## src/rtl/dmem_pkg.sv

```systemverilog
// Shared types for the data-RAM arbiter: dataSize encodings, sequencer
// states, the latched command record and the alignment rule.
package dmem_pkg;

  localparam int DMEM_AW = 8;   // byte address width
  localparam int DMEM_DW = 32;  // four byte lanes

  localparam logic [1:0] SZ_BYTE = 2'b00;
  localparam logic [1:0] SZ_HALF = 2'b01;
  localparam logic [1:0] SZ_WORD = 2'b10;  // any 1x encoding is a word

  typedef enum logic [1:0] {
    ST_IDLE = 2'd0,
    ST_EXEC = 2'd1,
    ST_RD   = 2'd2
  } dmem_state_e;

  // owner: 0 = port A, 1 = port B
  typedef struct packed {
    logic               wren;
    logic [DMEM_AW-1:0] addr;
    logic [DMEM_DW-1:0] data;
    logic               isSigned;
    logic [1:0]         dataSize;
    logic               owner;
  } dmem_cmd_t;

  // Half needs addr[0]==0, word needs addr[1:0]==0; bytes always fit.
  function automatic logic is_misaligned(input logic [1:0] size,
                                         input logic [1:0] lo);
    return ((size == SZ_HALF) && lo[0]) || (size[1] && (lo != 2'b00));
  endfunction

endpackage

```

## src/rtl/rr_arb2_r0.sv

```systemverilog
// Two-way round-robin arbiter. Grant is combinational while enabled;
// the priority pointer moves only when the caller reports a grant taken.
module rr_arb2_r0 (
  input  logic       clk,
  input  logic       rst_n,
  input  logic       en,
  input  logic       upd,
  input  logic [1:0] req,
  output logic [1:0] gnt
);

  logic prio_b;  // 1: B wins a tie, 0: A wins a tie

  // Single requester wins outright; a tie goes to the pointer's side.
  always_comb begin
    gnt = 2'b00;
    if (en) begin
      if (req == 2'b11) gnt = prio_b ? 2'b10 : 2'b01;
      else              gnt = req;
    end
  end

  // After a grant, favour the port that was not served.
  always_ff @(posedge clk or negedge rst_n) begin
    if (!rst_n)   prio_b <= 1'b0;
    else if (upd) prio_b <= gnt[0];
  end

endmodule

```

## src/rtl/dmem_arbiter_r0.sv

```systemverilog
// Two-port (CPU A, debug/DMA B) arbiter and sequencer for the byte-lane
// data RAM. A granted command is latched and replayed onto ram_* for one
// EXEC cycle (writes) or EXEC+RD (reads) so the RAM's lane select and
// extension see stable sideband when ram_q comes back.
// Build option: DMEM_ARB_ALIGN_CHK_EN enables misaligned half/word
// detection with an immediate err response and no RAM access; without
// it every command goes to the RAM and a_err/b_err are tied low.
module dmem_arbiter_r0
  import dmem_pkg::*;
#(
  parameter int BIT_WIDTH  = 32,  // must equal DMEM_DW
  parameter int ADDR_WIDTH = 8    // must equal DMEM_AW
) (
  input  logic                  clk,
  input  logic                  rst_n,
  input  logic                  a_req,
  input  logic                  a_wren,
  input  logic [ADDR_WIDTH-1:0] a_addr,
  input  logic [BIT_WIDTH-1:0]  a_data,
  input  logic                  a_isSigned,
  input  logic [1:0]            a_dataSize,
  output logic                  a_gnt,
  output logic                  a_rvalid,
  output logic                  a_err,
  output logic [BIT_WIDTH-1:0]  a_rdata,
  input  logic                  b_req,
  input  logic                  b_wren,
  input  logic [ADDR_WIDTH-1:0] b_addr,
  input  logic [BIT_WIDTH-1:0]  b_data,
  input  logic                  b_isSigned,
  input  logic [1:0]            b_dataSize,
  output logic                  b_gnt,
  output logic                  b_rvalid,
  output logic                  b_err,
  output logic [BIT_WIDTH-1:0]  b_rdata,
  output logic [ADDR_WIDTH-1:0] ram_addr,
  output logic [BIT_WIDTH-1:0]  ram_data,
  output logic                  ram_wren,
  output logic                  ram_isSigned,
  output logic [1:0]            ram_dataSize,
  input  logic [BIT_WIDTH-1:0]  ram_q
);

  localparam int NP = 2;

  dmem_state_e                  state;
  dmem_cmd_t                    cmd;
  dmem_cmd_t                    sel;
  logic [NP-1:0]                req;
  logic [NP-1:0]                gnt;
  logic [NP-1:0]                rvalid;
  logic [NP-1:0][BIT_WIDTH-1:0] rdata;
  logic                         win;
  logic                         mis;
  logic                         idle;

  assign req  = {b_req, a_req};
  assign idle = (state == ST_IDLE);

  rr_arb2_r0 u_arb (
    .clk   (clk),
    .rst_n (rst_n),
    .en    (idle),
    .upd   (|gnt),
    .req   (req),
    .gnt   (gnt)
  );

  assign a_gnt = gnt[0];
  assign b_gnt = gnt[1];
  assign win   = gnt[1];

  // Select the winning port's command fields.
  always_comb begin
    sel = '0;
    if (win) begin
      sel.wren     = b_wren;
      sel.addr     = b_addr;
      sel.data     = b_data;
      sel.isSigned = b_isSigned;
      sel.dataSize = b_dataSize;
      sel.owner    = 1'b1;
    end else begin
      sel.wren     = a_wren;
      sel.addr     = a_addr;
      sel.data     = a_data;
      sel.isSigned = a_isSigned;
      sel.dataSize = a_dataSize;
      sel.owner    = 1'b0;
    end
  end

`ifdef DMEM_ARB_ALIGN_CHK_EN
  assign mis = is_misaligned(sel.dataSize, sel.addr[1:0]);
`else
  assign mis = 1'b0;
`endif

  // Sequencer: accept in IDLE, drive RAM in EXEC, capture ram_q in RD.
  // A misaligned command never loads cmd, so ram_* keep their old values
  // and the response is turned around directly from IDLE.
  always_ff @(posedge clk or negedge rst_n) begin
    if (!rst_n) begin
      state  <= ST_IDLE;
      cmd    <= '0;
      rvalid <= '0;
      rdata  <= '0;
    end else begin
      rvalid <= '0;
      rdata  <= '0;
      unique case (state)
        ST_IDLE: begin
          if (|gnt) begin
            if (mis) begin
              rvalid[win] <= 1'b1;
            end else begin
              cmd   <= sel;
              state <= ST_EXEC;
            end
          end
        end
        ST_EXEC: begin
          if (cmd.wren) begin
            rvalid[cmd.owner] <= 1'b1;
            state             <= ST_IDLE;
          end else begin
            state <= ST_RD;
          end
        end
        ST_RD: begin
          rvalid[cmd.owner] <= 1'b1;
          rdata[cmd.owner]  <= ram_q;
          state             <= ST_IDLE;
        end
        default: state <= ST_IDLE;
      endcase
    end
  end

`ifdef DMEM_ARB_ALIGN_CHK_EN
  logic [NP-1:0] err;

  // Error flag rides alongside the IDLE-cycle rvalid for misaligned grants.
  always_ff @(posedge clk or negedge rst_n) begin
    if (!rst_n) begin
      err <= '0;
    end else begin
      err <= '0;
      if (idle && (|gnt) && mis) err[win] <= 1'b1;
    end
  end

  assign a_err = err[0];
  assign b_err = err[1];
`else
  assign a_err = 1'b0;
  assign b_err = 1'b0;
`endif

  assign a_rvalid = rvalid[0];
  assign b_rvalid = rvalid[1];
  assign a_rdata  = rdata[0];
  assign b_rdata  = rdata[1];

  // Sideband holds cmd through RD; wren is live only in EXEC so an async
  // reset kills an in-flight write immediately.
  assign ram_addr     = cmd.addr;
  assign ram_data     = cmd.data;
  assign ram_isSigned = cmd.isSigned;
  assign ram_dataSize = cmd.dataSize;
  assign ram_wren     = (state == ST_EXEC) && cmd.wren;

endmodule

```

## config.mk

```make
export PLATFORM = sky130hd
export DESIGN_NAME = dmem_arbiter_r0
export DESIGN_NICKNAME = d
export VERILOG_FILES = /design/src/rtl/dmem_pkg.sv /design/src/rtl/rr_arb2_r0.sv /design/src/rtl/dmem_arbiter_r0.sv
export SDC_FILE = /design/constraint.sdc
export NUM_CORES = 1
export LEC_CHECK = 0
export ABC_AREA = 0
export CAP_MARGIN = 20
export CELL_PAD_IN_SITES_DETAIL_PLACEMENT = 1
export CELL_PAD_IN_SITES_GLOBAL_PLACEMENT = 1
export CORE_ASPECT_RATIO = 1.1
export CORE_UTILIZATION = 33
export CTS_BUF_LIST = sky130_fd_sc_hd__clkbuf_4 sky130_fd_sc_hd__clkbuf_8 sky130_fd_sc_hd__clkbuf_16
export DETAILED_ROUTE_END_ITERATION = 12
export GPL_TIMING_DRIVEN = 0
export HOLD_SLACK_MARGIN = 0.1
export PLACE_DENSITY = 0.9
export SYNTH_ARGS = -nofsm -noshare
export SYNTH_HDL_FRONTEND = slang
export SYNTH_SLANG_ARGS = --single-unit
export TNS_END_PERCENT = 50
```

## constraint.sdc

```tcl
create_clock -name clk -period 4.2 [get_ports clk]
set_input_delay 0.42 -clock clk [delete_from_list [all_inputs] [get_ports clk]]
set_output_delay 0.42 -clock clk [all_outputs]
set_load 0.01 [all_outputs]
```

==> results.py <==
metrics = {
    "synthesis": {
        "synth_mux_area_share_pct": 0,
        "synthArstFlopShare_pct": 100.0,
        "ys_seq_area_share_pct": 57.11,
        "synth-simple-area-share_pct": 20.37,
        "synth_adder_area_share_pct": 0.7515,
        "syn_avg_cell_area_um2": 10.81,
        "synth_xor_area_share_pct": 0,
        "synth_top_family_by_area": "simple AND/OR/NAND/NOR gates",
        "ys.flop_type": "dfrtp_1",
        "synth_cell_types": 27,
        "ys_ff_latch": 114,
        "syn_area_um2": 4995,
        "synth_edf_count": 0,
        "syn_inst": 462,
        "yosysWarnings": 0,
        "synth-compound-area-share_pct": 11.30,
    },
    "setup_path": {
        "cp.required_ps": 3780,
        "critPathTopFamily": "buffers and inverters",
        "crit_path_start_kind": "register",
        "rrSetupSlack_ps": 2290,
        "path_cells": "inv_1 -> ha_1 -> nand2_4 -> clkbuf_1 -> nor2_1 -> clkdlybuf4s50_1",
        "cp_data_arrival_time_ps": 2420,
        "r2r_end": "ram_data[14]",
        "crit_path_max_incr_delay_ps": 580,
        "r2r_cells": 7,
        "slowest_stage": "clkdlybuf4s50_1",
        "path_class": "reg -> out",
        "cp_num_buf_inv": 3,
        "cp-end-kind": "output port",
        "crit_fanout": 10,
        "worstReg2RegStart": "state[0]",
    },
    "grt": {
        "grt-ovfl-total": 0,
        "gr-max-usage-layer": "met2",
        "grt_pass1_vias": 4930,
        "met2_usage_pct": 41.66,
        "met1_usage_pct": 25.32,
        "grt_util_all_layers_pct": 22.79,
        "grt_pass1_wl_um": 26700,
        "grt_util_met3_pct": 7.595,
        "antenna_found_initial": 0,
        "grt_max_degree": 71,
    },
    "routing": {
        "wl_per_cell_um": 18.81,
        "wl_um": 17380,
        "avgViaCountPerCell": 4.839,
        "ant_nets": 0,
        "vias": 4471,
        "drt_iter0_drc": 184,
        "drc_errors": 0,
        "drtPass1Iterations": 4,
    },
    "timing": {
        "fin_crit_ps": 2844,
        "skew_ps": 6.034,
        "fin_crit_sh_pct": 67.73,
        "rsz0062_at_grt": "false",
        "drv_slew": 0,
        "layout_setup_ws_ps": 1356,
        "fin_setup_tns_ps": 0,
        "timing.fmax_ghz": 0.3516,
        "worst_pin_slew_ps": 646.2,
        "finalSetupViolations": 0,
        "maxSlewHeadroom_pct": 56.92,
        "finalHoldViolations": 0,
    },
    "finish": {
        "areaGrowthSynthToFinish_pct": 64.20,
        "fillCellCount": 1604,
        "layout_commonest_cell": "clkdlybuf4s50_1",
        "final_util_pct": 56.10,
        "antenna_cells": 0,
        "layout_common_cells": "clkdlybuf4s50_1 (234), dfrtp_1 (114), nor2_1 (47)",
        "ff_latch_area_um2": 2853,
        "drive_gt1_share_pct": 14.34,
        "layout.nets": 846,
        "multi_input_area_um2": 1627,
    },
    "worst_hold_path": {
        "hold_class": "reg -> reg",
        "min_from": "state[0]",
        "worst_hold_path.endpoint": "state[0]",
        "holdPathStages": 2,
    },
    "clock_tree": {
        "htree_levels": 4,
        "cts.path.max_buffers": 2,
        "cts_root_buf": "clkbuf_16",
        "clock_latency_ps": 410,
        "cts_setup_buffers": 0,
        "cts_buffers": 17,
        "cts.sinks": 114,
        "path_clk_slew_ps": 50,
        "cts_hold_buf": 1,
        "cts_resized": 0,
        "cts_tree": "done",
    },
    "placement": {
        "dp_slack_ps": 1478,
        "hpwl_um": 12760,
        "io_buffer_count": 235,
        "routabilityCongestion": 0.7780,
    },
    "power_and_ir_drop": {
        "irDropWorstVdd_mv": 0.2772,
        "powerDensity_nw_per_um2": 617.2,
        "leakage_nw": 3.632,
    },
    "floorplanning": {
        "dieWidth_um": 119.3,
        "dieArea_um2": 15630,
        "initial_core_util_pct": 34.17,
        "io_pins": 238,
        "die_h_um": 131.0,
        "rows": 46,
        "core_area_um2": 14620,
    },
    "run": {
        "maxCapViolations": 0,
    },
    "run_status": {
        "status": "finished, final reports clean",
    },
}
worst reg2reg max path, delay by kind of cell (launching register included):
kind	cells	cell delay, ps
AOI/OAI and AO/OA	2	270
adders and majority gates	1	340
buffers and inverters	4	780
DFF	1	390
sequential cells by signal (all words and copies together) (netlist names):
signal / flops
ram_isSigned: 1
cmd: 2
ram_addr: 8
rvalid: 2
b_rdata: 32
ram_data: 32
u_arb.prio_b: 1
state: 2
a_rdata: 32
ram_dataSize: 2
metrics by stage:
step	hold WS (ps)	cell area, um2	instances	total power (W)
final	523.2	8202	924	0.005062
after global routing	571.8	8202	924	0.005344
after CTS	532.0	8202	924	0.005125
after detailed placement	486.1	7616	891	0.003684
after global placement	489.3	7591	890	0.003578
after floorplan	124.4	4999	463	0.002646
synthesized netlist by cell type (2+ instances only):
library cell / n / share of area (%)
a21oi_1: 2 / 0.20
a31oi_1: 41 / 5.1
a31oi_2: 3 / 0.75
and2_1: 33 / 4.1
and3_1: 32 / 4.0
buf_2: 14 / 1.4
buf_4: 45 / 6.8
clkbuf_1: 17 / 1.3
clkbuf_2: 5 / 0.50
dfrtp_1: 114 / 57
ha_1: 3 / 0.75
inv_1: 3 / 0.23
nand2_1: 3 / 0.23
nor2_1: 47 / 3.5
o21ai_0: 38 / 3.8
o21ai_1: 8 / 0.80
or3b_1: 44 / 7.7
where the power goes:
part           switching, W  internal, W
logic              0.000994      0.00112
clock network      0.000521     0.000883
registers          0.000159      0.00139
total               0.00167      0.00339
per-layer routing:
metal / vias to the layer above / wire [um]
li1: 2055 / -
met1: 2201 / 7047
met2: 196 / 8926
met3: 19 / 1203
met4: 0 / 201
met5: - / 0
area by class of cell:
| type | count | area share [%] |
|---|---|---|
| flip-flops and latches | 114 | 34.78 |
| repair buffers | 237 | 29.11 |
| multi-input cells | 264 | 19.83 |
| plain buffers | 82 | 6.194 |
| clock buffers | 19 | 5.370 |
| well taps | 192 | 2.929 |
| clock inverters | 13 | 1.648 |
| inverters | 3 | 0.1373 |
worst max-delay path by stage:
stage	end	startpoint	depth (start not counted)
after global routing	b_gnt	state[1]	6
after CTS	b_gnt	state[0]	6
after detailed placement	b_gnt	a_req	6
after global placement	a_rdata[7]	rst_n	1
final	b_gnt	state[0]	6
after floorplan	b_gnt	state[0]	5
logic make-up after synthesis:
family          after synthesis
simple gates                163
fa+ha+maj                     3
compound gates               96
other cells                   1
flops                       114
buf+inv                      85
(Power assumes the default switching activity.)
